--- config.mk ---
export PLATFORM = sky130hd
export DESIGN_NAME = ysyx_24100029_axi_arbiter
export DESIGN_NICKNAME = d
export VERILOG_FILES = /design/src/rtl/ysyx_24100029_axi_arbiter_pkg.sv /design/src/rtl/ysyx_24100029_arb_watchdog.sv /design/src/rtl/ysyx_24100029_axi_arbiter.sv
export SDC_FILE = /design/constraint.sdc
export NUM_CORES = 1
export LEC_CHECK = 0
export BUFFER_PORTS_ARGS = -buffer_cell sky130_fd_sc_hd__buf_2
export CAP_MARGIN = 20
export CORE_AREA = 2 2 186 188
export CTS_CLUSTER_DIAMETER = 30
export DETAILED_ROUTE_END_ITERATION = 16
export DIE_AREA = 0 0 188 190
export SKIP_CTS_REPAIR_TIMING = 1
export SYNTH_ARGS = -nofsm -noshare
export SYNTH_HDL_FRONTEND = slang
export SYNTH_HIERARCHICAL = 1
export SYNTH_SLANG_ARGS = --single-unit
--- constraint.sdc ---
create_clock -name clock -period 2 [get_ports clock]
set_clock_uncertainty 0.15 [all_clocks]
set_input_delay 0.4 -clock clock [delete_from_list [all_inputs] [get_ports clock]]
set_output_delay 0.4 -clock clock [all_outputs]
set_load 0.02 [all_outputs]
--- src/rtl/ysyx_24100029_axi_arbiter_pkg.sv ---
// Shared constants for the IFU/LSU AXI4 arbiter: grant-state encoding and the
// AXI field values the arbiter and its users agree on.
package ysyx_24100029_axi_arbiter_pkg;

  typedef enum logic [1:0] {
    ARB_IDLE   = 2'd0,
    ARB_IFU_RD = 2'd1,
    ARB_LSU_RD = 2'd2,
    ARB_LSU_WR = 2'd3
  } arb_state_e;

  localparam logic [1:0] RESP_OKAY   = 2'b00;
  localparam logic [1:0] RESP_SLVERR = 2'b10;
  localparam logic [1:0] BURST_FIXED = 2'b00;
  localparam logic [2:0] SIZE_4B     = 3'b010;

endpackage

--- src/rtl/ysyx_24100029_arb_watchdog.sv ---
// Counts cycles of an open grant and flags the cycle on which it has been held
// for TIMEOUT cycles; TIMEOUT of 0 disables the watchdog.
module ysyx_24100029_arb_watchdog #(
  parameter int TIMEOUT = 1024
) (
  input  logic clock,
  input  logic reset,
  input  logic busy,
  output logic expire
);

  localparam logic [15:0] LIMIT = (TIMEOUT == 0) ? 16'd0 : 16'(TIMEOUT - 1);

  logic [15:0] cnt;

  always_ff @(posedge clock) begin
    if (reset || !busy) cnt <= '0;
    else                cnt <= cnt + 16'd1;
  end

  assign expire = (TIMEOUT != 0) && busy && (cnt == LIMIT);

endmodule

--- src/rtl/ysyx_24100029_axi_arbiter.sv ---
// Two-master/one-slave AXI4 arbiter: one whole transaction at a time, the state
// register is the grant, and channel routing is decoded combinationally from it.
import ysyx_24100029_axi_arbiter_pkg::*;

module ysyx_24100029_axi_arbiter #(
  parameter int TIMEOUT = 1024,
  parameter int ADDR_W  = 32,
  parameter int DATA_W  = 32
) (
  input  logic              clock,
  input  logic              reset,
  input  logic              m0_arvalid,
  output logic              m0_arready,
  input  logic [ADDR_W-1:0] m0_araddr,
  input  logic [3:0]        m0_arid,
  input  logic [7:0]        m0_arlen,
  input  logic [2:0]        m0_arsize,
  input  logic [1:0]        m0_arburst,
  output logic              m0_rvalid,
  input  logic              m0_rready,
  output logic [DATA_W-1:0] m0_rdata,
  output logic [1:0]        m0_rresp,
  output logic              m0_rlast,
  output logic [3:0]        m0_rid,
  input  logic              m1_arvalid,
  output logic              m1_arready,
  input  logic [ADDR_W-1:0] m1_araddr,
  input  logic [3:0]        m1_arid,
  input  logic [7:0]        m1_arlen,
  input  logic [2:0]        m1_arsize,
  input  logic [1:0]        m1_arburst,
  output logic              m1_rvalid,
  input  logic              m1_rready,
  output logic [DATA_W-1:0] m1_rdata,
  output logic [1:0]        m1_rresp,
  output logic              m1_rlast,
  output logic [3:0]        m1_rid,
  input  logic              m1_awvalid,
  output logic              m1_awready,
  input  logic [ADDR_W-1:0] m1_awaddr,
  input  logic [3:0]        m1_awid,
  input  logic [7:0]        m1_awlen,
  input  logic [2:0]        m1_awsize,
  input  logic [1:0]        m1_awburst,
  input  logic              m1_wvalid,
  output logic              m1_wready,
  input  logic [DATA_W-1:0] m1_wdata,
  input  logic [DATA_W/8-1:0] m1_wstrb,
  input  logic              m1_wlast,
  output logic              m1_bvalid,
  input  logic              m1_bready,
  output logic [1:0]        m1_bresp,
  output logic [3:0]        m1_bid,
  output logic              s_arvalid,
  input  logic              s_arready,
  output logic [ADDR_W-1:0] s_araddr,
  output logic [3:0]        s_arid,
  output logic [7:0]        s_arlen,
  output logic [2:0]        s_arsize,
  output logic [1:0]        s_arburst,
  input  logic              s_rvalid,
  output logic              s_rready,
  input  logic [DATA_W-1:0] s_rdata,
  input  logic [1:0]        s_rresp,
  input  logic              s_rlast,
  input  logic [3:0]        s_rid,
  output logic              s_awvalid,
  input  logic              s_awready,
  output logic [ADDR_W-1:0] s_awaddr,
  output logic [3:0]        s_awid,
  output logic [7:0]        s_awlen,
  output logic [2:0]        s_awsize,
  output logic [1:0]        s_awburst,
  output logic              s_wvalid,
  input  logic              s_wready,
  output logic [DATA_W-1:0] s_wdata,
  output logic [DATA_W/8-1:0] s_wstrb,
  output logic              s_wlast,
  input  logic              s_bvalid,
  output logic              s_bready,
  input  logic [1:0]        s_bresp,
  input  logic [3:0]        s_bid,
  output logic              busy,
  output logic [1:0]        grant_id,
  output logic              err_timeout
);

  arb_state_e state, state_nx;
  logic       expire;

  always_ff @(posedge clock) begin
    if (reset) state <= ARB_IDLE;
    else       state <= state_nx;
  end

  assign busy        = (state != ARB_IDLE);
  assign grant_id    = state;
  assign err_timeout = expire;

  ysyx_24100029_arb_watchdog #(.TIMEOUT(TIMEOUT)) u_watchdog (
    .clock  (clock),
    .reset  (reset),
    .busy   (busy),
    .expire (expire)
  );

  // Payloads are steered unconditionally; only the handshakes carry the grant.
  assign s_araddr  = (state == ARB_LSU_RD) ? m1_araddr  : m0_araddr;
  assign s_arid    = (state == ARB_LSU_RD) ? m1_arid    : m0_arid;
  assign s_arlen   = (state == ARB_LSU_RD) ? m1_arlen   : m0_arlen;
  assign s_arsize  = (state == ARB_LSU_RD) ? m1_arsize  : m0_arsize;
  assign s_arburst = (state == ARB_LSU_RD) ? m1_arburst : m0_arburst;
  assign s_awaddr  = m1_awaddr;
  assign s_awid    = m1_awid;
  assign s_awlen   = m1_awlen;
  assign s_awsize  = m1_awsize;
  assign s_awburst = m1_awburst;
  assign s_wdata   = m1_wdata;
  assign s_wstrb   = m1_wstrb;
  assign s_wlast   = m1_wlast;
  assign m0_rdata  = s_rdata;
  assign m0_rid    = s_rid;
  assign m1_rdata  = s_rdata;
  assign m1_rid    = s_rid;
  assign m1_bid    = s_bid;

  always_comb begin
    s_arvalid  = 1'b0;
    s_rready   = 1'b0;
    s_awvalid  = 1'b0;
    s_wvalid   = 1'b0;
    s_bready   = 1'b0;
    m0_arready = 1'b0;
    m0_rvalid  = 1'b0;
    m1_arready = 1'b0;
    m1_rvalid  = 1'b0;
    m1_awready = 1'b0;
    m1_wready  = 1'b0;
    m1_bvalid  = 1'b0;
    m0_rresp   = s_rresp;
    m0_rlast   = s_rlast;
    m1_rresp   = s_rresp;
    m1_rlast   = s_rlast;
    m1_bresp   = s_bresp;
    if (expire) begin
      // Slave is cut off; the granted master gets a synthetic final SLVERR beat.
      case (state)
        ARB_IFU_RD: begin m0_rvalid = 1'b1; m0_rresp = RESP_SLVERR; m0_rlast = 1'b1; end
        ARB_LSU_RD: begin m1_rvalid = 1'b1; m1_rresp = RESP_SLVERR; m1_rlast = 1'b1; end
        ARB_LSU_WR: begin m1_bvalid = 1'b1; m1_bresp = RESP_SLVERR; end
        default: ;
      endcase
    end else begin
      case (state)
        ARB_IFU_RD: begin
          s_arvalid  = m0_arvalid;
          m0_arready = s_arready;
          m0_rvalid  = s_rvalid;
          s_rready   = m0_rready;
        end
        ARB_LSU_RD: begin
          s_arvalid  = m1_arvalid;
          m1_arready = s_arready;
          m1_rvalid  = s_rvalid;
          s_rready   = m1_rready;
        end
        ARB_LSU_WR: begin
          s_awvalid  = m1_awvalid;
          m1_awready = s_awready;
          s_wvalid   = m1_wvalid;
          m1_wready  = s_wready;
          m1_bvalid  = s_bvalid;
          s_bready   = m1_bready;
        end
        default: ;
      endcase
    end
  end

  always_comb begin
    state_nx = state;
    case (state)
      ARB_IDLE: begin
        if (m1_awvalid || m1_wvalid) state_nx = ARB_LSU_WR;
        else if (m1_arvalid)         state_nx = ARB_LSU_RD;
        else if (m0_arvalid)         state_nx = ARB_IFU_RD;
      end
      ARB_IFU_RD: if (expire || (s_rvalid && m0_rready && s_rlast)) state_nx = ARB_IDLE;
      ARB_LSU_RD: if (expire || (s_rvalid && m1_rready && s_rlast)) state_nx = ARB_IDLE;
      ARB_LSU_WR: if (expire || (s_bvalid && m1_bready))            state_nx = ARB_IDLE;
      default:    state_nx = ARB_IDLE;
    endcase
  end

endmodule

# Word-level counts from Yosys, hierarchy flattened
# Cells that the tools add are included.
# totals
output_inout_bits	235
ff_bits	18
input_bits	243
elab_cells	75
# op_classes
n_mux	49
add_sub_neg	1
reduce_logical	15
eq_ne	8
# ops
operator	count
two-way mux 32 bit	1
two-way mux 1 bit	29
two-way mux 2 bit	13
adder 16 x 1 -> 16 bit, second input constant	1
equality test 16 x 10 -> 1 bit, second input constant	1
two-way mux 8 bit	1
case mux 2 bit (4 select lines)	1
logical AND 1 bit	6
logical OR 1 bit	5
equality test 2 bit, second input constant	2
two-way mux 4 bit	1
inequality test 2 bit, second input constant	2
inequality test 4 bit, second input constant	1
case mux 1 bit (2 select lines)	2
AND reduction 4 bit	1
two-way mux 3 bit	1
equality test 2 x 1 -> 1 bit, second input constant	1
logical NOT 2 bit	1
inequality test 2 x 1 -> 1 bit, second input constant	1
nonzero test 2 bit	1
logical NOT 1 bit	1

# Longest topological paths before layout
# depth
ltp_word	5
mapped_depth	11
depth_no_buf	10

# Hierarchy
# Netlist, hierarchy kept.
# by_module_without_submodules
module	n_inst	cells_each	area_each_um2	seq_area_each_um2
ysyx_24100029_axi_arbiter	1	272	2222.1	40.0
ysyx_24100029_arb_watchdog	1	85	772.0	320.3

# Worst setup path before layout
# Ideal clock, no wire load.
# synth_path
path_kind	register -> output
start	register state[0], in the netlist grant_id[0]
end	output m1_rvalid
t_required_ps	1450
path_buffers	1
path_stages_with_launch	10
arrival_time_ps	2696
path_slack_ps	-1246
cell_sequence	dfxtp_1 -> inv_1 -> ha_1 -> inv_1 -> nor4b_1 -> nand2_1 -> nor4_1 -> buf_4 -> nand2_1 -> o21ai_0
# synth_between
elab_chain_len	3
elab_cells_between_ends	6
classes_between	eq/ne: 1; mux: 3; reduce/logical: 2
# synth_lines
element	line	rtl
start: declaration	ysyx_24100029_axi_arbiter.sv:88	arb_state_e state, state_nx;
start signal: assignment	ysyx_24100029_axi_arbiter.sv:93	else state <= state_nx;
nonzero test 2 bit	ysyx_24100029_axi_arbiter.sv:96	assign busy = (state != ARB_IDLE);
net busy	ysyx_24100029_axi_arbiter.sv:83	output logic busy,
logical AND 1 bit	ysyx_24100029_arb_watchdog.sv:21	assign expire = (TIMEOUT != 0) && busy && (cnt == LIMIT);
net err_timeout	ysyx_24100029_axi_arbiter.sv:85	output logic err_timeout
two-way mux 1 bit	ysyx_24100029_axi_arbiter.sv:145	if (expire) begin
end: declaration	ysyx_24100029_axi_arbiter.sv:32	output logic m1_rvalid,
# The timed path passes the listed nets, and every way through them passes these cells.

# Final worst setup path
# layout_path
start	register state[0], in the netlist grant_id[0]
end	output m1_rresp[0]
# layout_between
elab_chain_len	3
elab_cells_between_ends	5
classes_between	eq/ne: 1; mux: 2; reduce/logical: 2
# layout_lines
element	line	rtl
equality test 2 bit / nonzero test 2 bit (equally long branches)	ysyx_24100029_axi_arbiter.sv:147, ysyx_24100029_axi_arbiter.sv:96	
two-way mux 2 bit / logical AND 1 bit (equally long branches)	ysyx_24100029_axi_arbiter.sv:147, ysyx_24100029_arb_watchdog.sv:21	
two-way mux 2 bit (*)	ysyx_24100029_axi_arbiter.sv:145	
end: declaration	ysyx_24100029_axi_arbiter.sv:35	output logic [1:0] m1_rresp,
# Mark *: on every way between the ends. The rest lies on a longest branch, timed or not.

==> metrics.cfg <==
[status]
outcome=finished with violations
violations=setup timing

[clock_network]
cts.path.max_buffers=2
clockRootBuffer=clkbuf_16
worst_skew_pair.late_latency_ns=0.25
clkTransAtPathRegs_ns=0.06
cts_tree=built
numCtsBuffers=3
clock_sinks=18
htreeDepth=1

[sta]
max_slew_margin_pct=74.0
slew_violations=0
finalHoldViolCount=0
worst_slack_ns=-0.470
grt_setup_unrepaired=yes
fmax_mhz=405
finalCriticalPeriod_ns=2.47
finalCritPeriodShare_pct=123
setup_viol=72
tightest_slew_ns=0.390

[run]
max_cap_viol_count=0

[critical_path]
reg2reg_slack_ns=-0.18
crit_type=register to primary output
crit_required_ns=1.45
critPathCaptureType=primary output
rr_worst_depth=12
worstPathArrival_ns=1.92
start_kind=register
crit_path_max_fanout=5
timing.rr.start=grant_id[0]
r2r_end=grant_id[1]

[routing]
viasPerCell=3.00
routed_wl_um=14900
antenna_left=0
first_pass_iters=4
wire_per_inst_um=16.9
drc=0
first_iter_violations=95
dr_total_vias=2642

[cells_and_area]
final_cells=881
drive_above_1_share_pct=77.0
regArea_um2=368
fin_util_pct=12.1
multi_input_area_um2=1510
area_delta_synth_final_pct=36.8
nets=677
antenna_cells=0
fill_cells=3871

[logic_synthesis]
ys_warn_count=6
synth_top_family_by_area=buffers and inverters
synth_compound_area_share_pct=6.06
async_flop_share_pct=0
synth_mux_area_share_pct=20.4
syn_avg_cell_area_um2=8.39
yosys.area_share.simple_pct=14.8
yosys.cell_types.count=40
synthCells=357
ys_seq_elements=18
syn_nets=607
ys_seq_area_share_pct=12.0
synth_edf_count=0
syn_area_um2=2990
synthFlopType=dfxtp_1
synthAdderAreaFrac_pct=2.93
synth_xor_area_share_pct=0.878

[power_and_ir_drop]
power.density_nw_per_um2=921
irDropWorstVdd_v=0.000292
cellLeakagePower_nw=1.78
power_mw=3.77

[global_routing]
first_global_vias=2382
busiest_layer=met2
grt_start_max_net_pins=17
antenna_found_initial=0
use_met2_pct=9.44
grt_pass1_wl_um=17500
grt_overflow=0
grt.met1_usage_pct=7.08
grt_usage_pct=7.09
met3_usage_pct=7.88

[min_path]
hold_start=reset
whs_endpoint=grant_id[0]
min_path_type=input pin to register
holdPathStages=3

[die]
initial_core_util_pct=8.82
fp-row-count=68
coreArea_um2=33900
die_w_um=188
die_area_um2=35700
die_y_um=190
num_io_pins=478

[place]
port_buffers=189
gp_congestion=0.742
dpl.hpwl_um=12900
placedCellCount=872

cell usage after synthesis, types with 5 or more instances:
library cell    n  area share, %
nor2_1          6           0.75
o21a_1          5            1.3
mux2_2         49             18
buf_2           6            1.0
mux2i_1         6            2.0
nand2b_1       11            2.3
nand3_1         6            1.0
dfxtp_1        18             12
ha_1            7            2.9
and2_1          9            1.9
a21oi_1         5           0.84
buf_4         163             41
nand2_1        15            1.9
inv_1           5           0.63
worst max path at each step:
| stage | from | end | slack [ns] |
|---|---|---|---|
| global route | grant_id[1] | m1_bresp[1] | -0.61 |
| detailed placement | grant_id[0] | m0_rresp[0] | -0.46 |
| CTS | grant_id[0] | m0_rresp[0] | -0.74 |
| global placement | grant_id[0] | m0_rresp[0] | -0.44 |
| finish | grant_id[0] | m1_rresp[0] | -0.47 |
| floorplan | grant_id[0] | m0_rlast | -0.47 |
final cells by class:
cell class,count,share of cell area [%]
repair buffers,237,37.6
multi-input cells,162,36.8
well taps,455,13.9
flip-flops and latches,18,8.98
clock buffers,3,1.83
inverters,5,0.825
clock inverters,1,0.0916
state kept, by name, summed over array words and instances (netlist names):
name            count
grant_id            2
u_watchdog/cnt     16
through the flow:
step	hold slack (ns)	instance area [µm²]	setup TNS (ns)	setup WS [ns]
after floorplan	0.290	3120	-9.40	-0.465
final	0.346	4100	-22.52	-0.470
after global placement	0.368	3720	-10.11	-0.442
after global routing	0.357	4100	-28.73	-0.608
after CTS	0.349	3800	-30.15	-0.742
after detailed placement	0.383	3720	-10.70	-0.461
cell usage in the layout, fill, tap and decap left out, types with 4 or more instances in the layout:
cell / instances
nand2_1: 12
ha_1: 5
and2_4: 7
buf_2: 162
nand2b_1: 9
dfxtp_1: 16
a21oi_1: 5
nand3_1: 6
mux2i_1: 6
buf_6: 20
buf_4: 49
mux2_2: 47
nor2_1: 4
clkbuf_16: 6
critical path, stage by stage, from the launching register on:
cell and delay [ns]:
dfxtp_4 0.35, inv_4 0.04, ha_4 0.15, clkinv_4 0.04, nor4b_4 0.16, nand2_1 0.12
nor4_4 0.18, buf_6 0.21, nand2_4 0.10, and2_4 0.15, buf_2 0.15
cell families after synthesis:
| family | count (synthesis) |
|---|---|
| flip-flops | 18 |
| adder cells (fa/ha/maj) | 7 |
| AND/OR/NAND/NOR | 74 |
| multiplexers | 55 |
| buffers and inverters | 177 |
| AO/OA/AOI/OAI | 23 |
| XOR/XNOR | 3 |
per-layer routing:
metal / routed length [µm] / part of all wire (%) / vias to the layer above
met5: 48 / 0.32 / -
met4: 360 / 2.4 / 2
met3: 3550 / 24 / 41
met2: 5950 / 40 / 268
met1: 5010 / 34 / 1158
li1: - / - / 1173
power by group:
part           leakage (nW)  internal (mW)  switching [mW]
Sequential            0.147          0.400          0.0229
Combinational          1.59           1.45            1.49
Clock                0.0385          0.266           0.147
Note: power is estimated with default switching activity, not from simulation.
